File: src/rtl/dram_arbiter.sv
// Three-way arbiter (table walker, data port, fetch) onto the single-port dram, one access in flight.
// Define DRAM_ARB_RR_EN to round-robin d/if below tw; default build is fixed priority tw > d > if.
module dram_arbiter #(
  parameter int ADDR_W = 14,
  parameter int DATA_W = 32
) (
  input  logic              clock,
  input  logic              reset_n,
  input  logic              tw_valid,
  output logic              tw_ready,
  input  logic [ADDR_W-1:0] tw_addr,
  output logic              tw_rsp_valid,
  output logic [DATA_W-1:0] tw_rsp_data,
  input  logic              d_valid,
  output logic              d_ready,
  input  logic [ADDR_W-1:0] d_addr,
  input  logic              d_we,
  input  logic [1:0]        d_size,
  input  logic [DATA_W-1:0] d_wdata,
  output logic              d_rsp_valid,
  output logic [DATA_W-1:0] d_rsp_data,
  output logic              d_rsp_err,
  input  logic              if_valid,
  output logic              if_ready,
  input  logic [ADDR_W-1:0] if_addr,
  output logic              if_rsp_valid,
  output logic [DATA_W-1:0] if_rsp_data,
  output logic              mem_ren,
  output logic              mem_wen,
  output logic [ADDR_W-1:0] mem_addr,
  output logic [DATA_W-1:0] mem_wdata,
  output logic [1:0]        mem_size,
  input  logic [DATA_W-1:0] mem_rdata
);

  typedef enum logic [1:0] {S_IDLE, S_ISSUE, S_CAPT, S_RESP} state_t;
  typedef enum logic [1:0] {OWN_TW, OWN_D, OWN_IF} owner_t;

  state_t            state, state_nxt;
  owner_t            owner, grant;
  logic              grant_any;
  logic              accept;
  logic [ADDR_W-1:0] cmd_addr;
  logic              cmd_we;
  logic [1:0]        cmd_size;
  logic [DATA_W-1:0] cmd_wdata;
  logic              cmd_bad;
  logic [DATA_W-1:0] tw_data_q, d_data_q, if_data_q;
  logic              d_err_q;

`ifdef DRAM_ARB_RR_EN
  logic rr_if_turn;
`endif

  assign cmd_bad = (cmd_size == 2'b11);
  // readies are gated by reset so every output is 0 while reset is held
  assign accept  = reset_n && (state == S_IDLE) && grant_any;

  always_comb begin
    grant_any = 1'b0;
    grant     = OWN_D;
    if (tw_valid) begin
      grant_any = 1'b1;
      grant     = OWN_TW;
`ifdef DRAM_ARB_RR_EN
    end else if (d_valid && (!rr_if_turn || !if_valid)) begin
`else
    end else if (d_valid) begin
`endif
      grant_any = 1'b1;
      grant     = OWN_D;
    end else if (if_valid) begin
      grant_any = 1'b1;
      grant     = OWN_IF;
    end
  end

  always_ff @(posedge clock or negedge reset_n) begin
    if (!reset_n) state <= S_IDLE;
    else          state <= state_nxt;
  end

  always_comb begin
    state_nxt = state;
    case (state)
      S_IDLE:  if (accept) state_nxt = S_ISSUE;
      S_ISSUE: state_nxt = S_CAPT;
      S_CAPT:  state_nxt = S_RESP;
      default: state_nxt = S_IDLE;
    endcase
  end

  always_ff @(posedge clock or negedge reset_n) begin
    if (!reset_n) begin
      owner     <= OWN_D;
      cmd_addr  <= '0;
      cmd_we    <= 1'b0;
      cmd_size  <= '0;
      cmd_wdata <= '0;
      tw_data_q <= '0;
      d_data_q  <= '0;
      if_data_q <= '0;
      d_err_q   <= 1'b0;
`ifdef DRAM_ARB_RR_EN
      rr_if_turn <= 1'b0;
`endif
    end else begin
      if (accept) begin
        owner    <= grant;
        cmd_we   <= (grant == OWN_D) && d_we;
        cmd_size <= (grant == OWN_D) ? d_size : 2'b10;
        case (grant)
          OWN_TW:  cmd_addr <= tw_addr;
          OWN_IF:  cmd_addr <= if_addr;
          default: cmd_addr <= d_addr;
        endcase
        if (grant == OWN_D) cmd_wdata <= d_wdata;
`ifdef DRAM_ARB_RR_EN
        if (grant != OWN_TW) rr_if_turn <= (grant == OWN_D);
`endif
      end
      if (state == S_CAPT) begin
        case (owner)
          OWN_TW:  tw_data_q <= mem_rdata;
          OWN_IF:  if_data_q <= mem_rdata;
          default: begin
            d_data_q <= (cmd_we || cmd_bad) ? '0 : mem_rdata;
            d_err_q  <= cmd_bad;
          end
        endcase
      end
    end
  end

  always_comb begin
    tw_ready     = accept && (grant == OWN_TW);
    d_ready      = accept && (grant == OWN_D);
    if_ready     = accept && (grant == OWN_IF);
    mem_ren      = (state == S_ISSUE) && !cmd_we && !cmd_bad;
    mem_wen      = (state == S_ISSUE) &&  cmd_we && !cmd_bad;
    mem_addr     = cmd_addr;
    mem_wdata    = cmd_wdata;
    mem_size     = cmd_size;
    tw_rsp_valid = (state == S_RESP) && (owner == OWN_TW);
    d_rsp_valid  = (state == S_RESP) && (owner == OWN_D);
    if_rsp_valid = (state == S_RESP) && (owner == OWN_IF);
    d_rsp_err    = d_rsp_valid && d_err_q;
    tw_rsp_data  = tw_data_q;
    d_rsp_data   = d_data_q;
    if_rsp_data  = if_data_q;
  end

endmodule

File: config.mk
export PLATFORM = sky130hd
export DESIGN_NAME = dram_arbiter
export DESIGN_NICKNAME = d
export VERILOG_FILES = /design/src/rtl/dram_arbiter.sv
export SDC_FILE = /design/constraint.sdc
export NUM_CORES = 1
export LEC_CHECK = 0
export CELL_PAD_IN_SITES_DETAIL_PLACEMENT = 0
export CELL_PAD_IN_SITES_GLOBAL_PLACEMENT = 1
export CORE_ASPECT_RATIO = 1.4
export CORE_MARGIN = 5
export CORE_UTILIZATION = 35
export DETAILED_ROUTE_END_ITERATION = 16
export GPL_TIMING_DRIVEN = 0
export PLACE_DENSITY = 0.94
export SYNTH_ARGS = -nofsm -noshare
export SYNTH_HDL_FRONTEND = slang
export SYNTH_SLANG_ARGS = --single-unit
File: constraint.sdc
create_clock -name clock -period 4.4 [get_ports clock]
set_clock_uncertainty 0.2 [all_clocks]
set_input_delay 0.44 -clock clock [delete_from_list [all_inputs] [get_ports clock]]
set_output_delay 0.44 -clock clock [all_outputs]
set_load 0.005 [all_outputs]
==> flow_summary.toml <==
[outcome]
outcome = "complete, no violations"

[power_and_ir_drop]
fin_total_pwr_mw = 6.623
ir_worst_vdd_uv = 271.1
cell_area_power_density_nw_per_um2 = 683.7
power_leakage_nw = 4.262

[global_route]
globalRouteOverflowTotal = 0
wire_length_of_the_first_global_routing_pass_um = 27350
groute.usage.overall_pct = 17.33
first_global_vias = 4876
grt_antenna_before_repair = 0
grt_start_max_net_pins = 86

[floorplan]
die_width_um = 121.9
core_um2 = 17330
initial_utilization_pct = 35.38
die_area_um2 = 20300
io_pins = 267
rows = 57
dieHeight_um = 166.6

[synth]
synth-async-reset-ratio_pct = 100.0
synth_enable_flop_cells = 0
synth.avg_cell_area_um2 = 12.67
synth.lib_cells_used.distinct = 37
mappedNetlistArea_um2 = 6131
synth_cells = 484
synth.net_count = 602
ys_dominant_reg_cell = "sky130_fd_sc_hd__dfrtp_1"
proportion_of_synthesized_chip_area_in_sequential_cells_pct = 61.24
ys_warn_count = 0
synth_seq_cells = 150

[detailed_routing]
antenna_left = 0
wl_um = 17440
drcViolationCount = 0
drt-wirelength-per-cell_um = 17.14
drt_iter0_markers = 182
detailroute.via_count = 4752
dr.pass1.iters = 4
via_per_inst = 4.668

[setup_path]
setup.worst_path.start_class = "primary input"
critical_path_endpoint_category = "output port"
cp.arrival_ns = 2.99
timing.critical_path.required_ns = 3.76
path_class = "in -> out"
crit_fanout = 71

[cts]
cts.reportedPaths.clkPinSlew_ns = 0.06
cts_resized = 0
cts_root_buffer = "sky130_fd_sc_hd__clkbuf_16"
clock_sinks = 150
cts-buffers-inserted = 17
cts_tree = "done"
cts.path.max_buffers = 2
post_cts_buffers = 0
clock_insertion_delay_worst_skew_ns = 0.41
htreeDepth = 4

[timing]
max_slew.worst_pin.slew_ns = 0.6729
slew_viol_final = 0
period_share_pct = 82.43
finalHoldViolCount = 0
maxSlewHeadroom_pct = 55.14
finalSetupViolations = 0
layout_min_cycle_time_ns = 3.627
max_freq_mhz = 275.7
grt_setup_unrepaired = "no"

[job]
drv.max_cap_violation_count = 0

[placed_design]
gpl.final_weighted_congestion = 0.7775
detailedPlacementHpwl_um = 13440
io_buffer_count = 264
placed_area_um2 = 9097

[cells_and_area]
layout.cells.most_common = "sky130_fd_sc_hd__clkdlybuf4s50_1"
final_cell_mix = "sky130_fd_sc_hd__clkdlybuf4s50_1 (263), sky130_fd_sc_hd__dfrtp_1 (149), sky130_fd_sc_hd__nand2_1 (118), sky130_fd_sc_hd__mux2_2 (61), sky130_fd_sc_hd__a22o_1 (34)"
insertedDiodeCount = 0
fin_area_um2 = 9688
finish.net_count = 887
proportion_of_layout_cells_with_a_drive_suffix_above_1_pct = 17.90
flow.area_growth_from_synthesis_pct = 58.02

[min_path]
min-delay-path-class = "reg -> reg"
[cells in the mapped netlist (2+ instances only)]
cell type	count	share of area, %
sky130_fd_sc_hd__buf_6	4	0.73
sky130_fd_sc_hd__clkbuf_2	2	0.16
sky130_fd_sc_hd__nor2b_1	14	1.4
sky130_fd_sc_hd__dfrtp_1	149	61
sky130_fd_sc_hd__ha_1	4	0.82
sky130_fd_sc_hd__nor2_1	4	0.24
sky130_fd_sc_hd__and3_1	2	0.20
sky130_fd_sc_hd__clkbuf_1	9	0.55
sky130_fd_sc_hd__nand2_1	118	7.2
sky130_fd_sc_hd__inv_1	3	0.18
sky130_fd_sc_hd__buf_4	6	0.73
sky130_fd_sc_hd__a22o_1	34	4.9
sky130_fd_sc_hd__buf_2	7	0.57
sky130_fd_sc_hd__a211oi_1	14	1.7
sky130_fd_sc_hd__mux2_2	61	11
sky130_fd_sc_hd__clkbuf_8	3	0.67
sky130_fd_sc_hd__and3b_2	14	2.3
sky130_fd_sc_hd__mux2_1	3	0.55
sky130_fd_sc_hd__o31ai_1	15	1.8
[per-layer routing]
layer  global-route usage (%)  wire length (um)  vias up
li1                         -                 -     2257
met1                    19.87              6490     2278
met2                    29.96              9041      187
met3                    5.699              1469       30
met4                    6.241               442        0
met5                        0                 0        -
[area by class of cell]
class / count / area (um^2)
Fill cell: 1478 / 7642
Sequential cell: 150 / 3755
Timing Repair Buffer: 266 / 2681
Multi-Input combinational cell: 299 / 2151
Clock buffer: 18 / 439.2
Tap cell: 236 / 295.3
Buffer: 31 / 210.2
Clock inverter: 14 / 141.4
Inverter: 4 / 15.01
[registers in the layout (all words and copies together), names as in the netlist]
signal,cells
mem_size,2
if_rsp_data,32
state,2
d_rsp_data,32
tw_rsp_data,32
mem_wdata,32
cmd_we,1
d_err_q,1
owner,2
mem_addr,14
[path summary, 6_finish.rpt]
| path | startpoint | endpoint | slack [ns] | depth (start not counted) |
|---|---|---|---|---|
| worst max-delay path | reset_n | d_ready | 0.77 | 6 |
| worst min-delay path | d_err_q | d_err_q | 0.27 | 2 |
| worst max register to register | state[0] | d_rsp_data[18] | 2.30 | 6 |
| worst min register to register | d_err_q | d_err_q | 0.27 | 2 |
| max in group asynchronous | reset_n | mem_wdata[17] | 2.74 | 3 |
| min in group asynchronous | reset_n | d_rsp_data[15] | 0.40 | 2 |
[through the flow]
step | setup slack, ns | setup TNS [ns] | hold slack (ns) | util [%] | cells
5_1_grt | 0.5048 | 0 | 0.3085 | 55.90 | 1018
3_3_place_gp | -4.684 | -754.14 | 0.2543 | 52.33 | 984
4_1_cts | 0.6778 | 0 | 0.2768 | 55.90 | 1018
3_5_place_dp | 1.265 | 0 | 0.2621 | 52.49 | 985
6_report | 0.7730 | 0 | 0.2730 | 55.90 | 1018
2_1_floorplan | 2.466 | 0 | -0.05559 | - | 484
[kinds of logic (layout without fill, tap and decap cells)]
group / count (synthesis) / in the layout / share of synthesized area [%]
multiplexers: 65 / 65 / 12.00
AO/OA/AOI/OAI: 68 / 68 / 9.225
buffers and inverters: 35 / 333 / 3.673
flip-flops: 150 / 150 / 61.25
adder cells (fa/ha/maj): 4 / 4 / 0.8164
AND/OR/NAND/NOR: 162 / 162 / 13.04
[power breakdown]
part           switching [mW]  internal [mW]  leakage, nW  total, mW
clock network           0.610          0.807        0.266       1.42
registers               0.357           2.05         1.83       2.41
logic                   0.974           1.83         2.17       2.80
total                    1.94           4.68         4.26       6.62
[worst max-delay path, cell delays in order]
cell	delay [ns]
sky130_fd_sc_hd__dlygate4sd3_1	0.54
sky130_fd_sc_hd__buf_6	0.52
sky130_fd_sc_hd__nand4b_2	0.36
sky130_fd_sc_hd__inv_2	0.26
sky130_fd_sc_hd__buf_2	0.26
sky130_fd_sc_hd__clkdlybuf4s50_1	0.55
[repair_timing]
action / CTS / global route
setup endpoints to repair: 0 / 0
hold endpoints to repair: 64 / 0
hold buffers: 1 / 0
No activity file was read; power rests on OpenSTA's default activity.
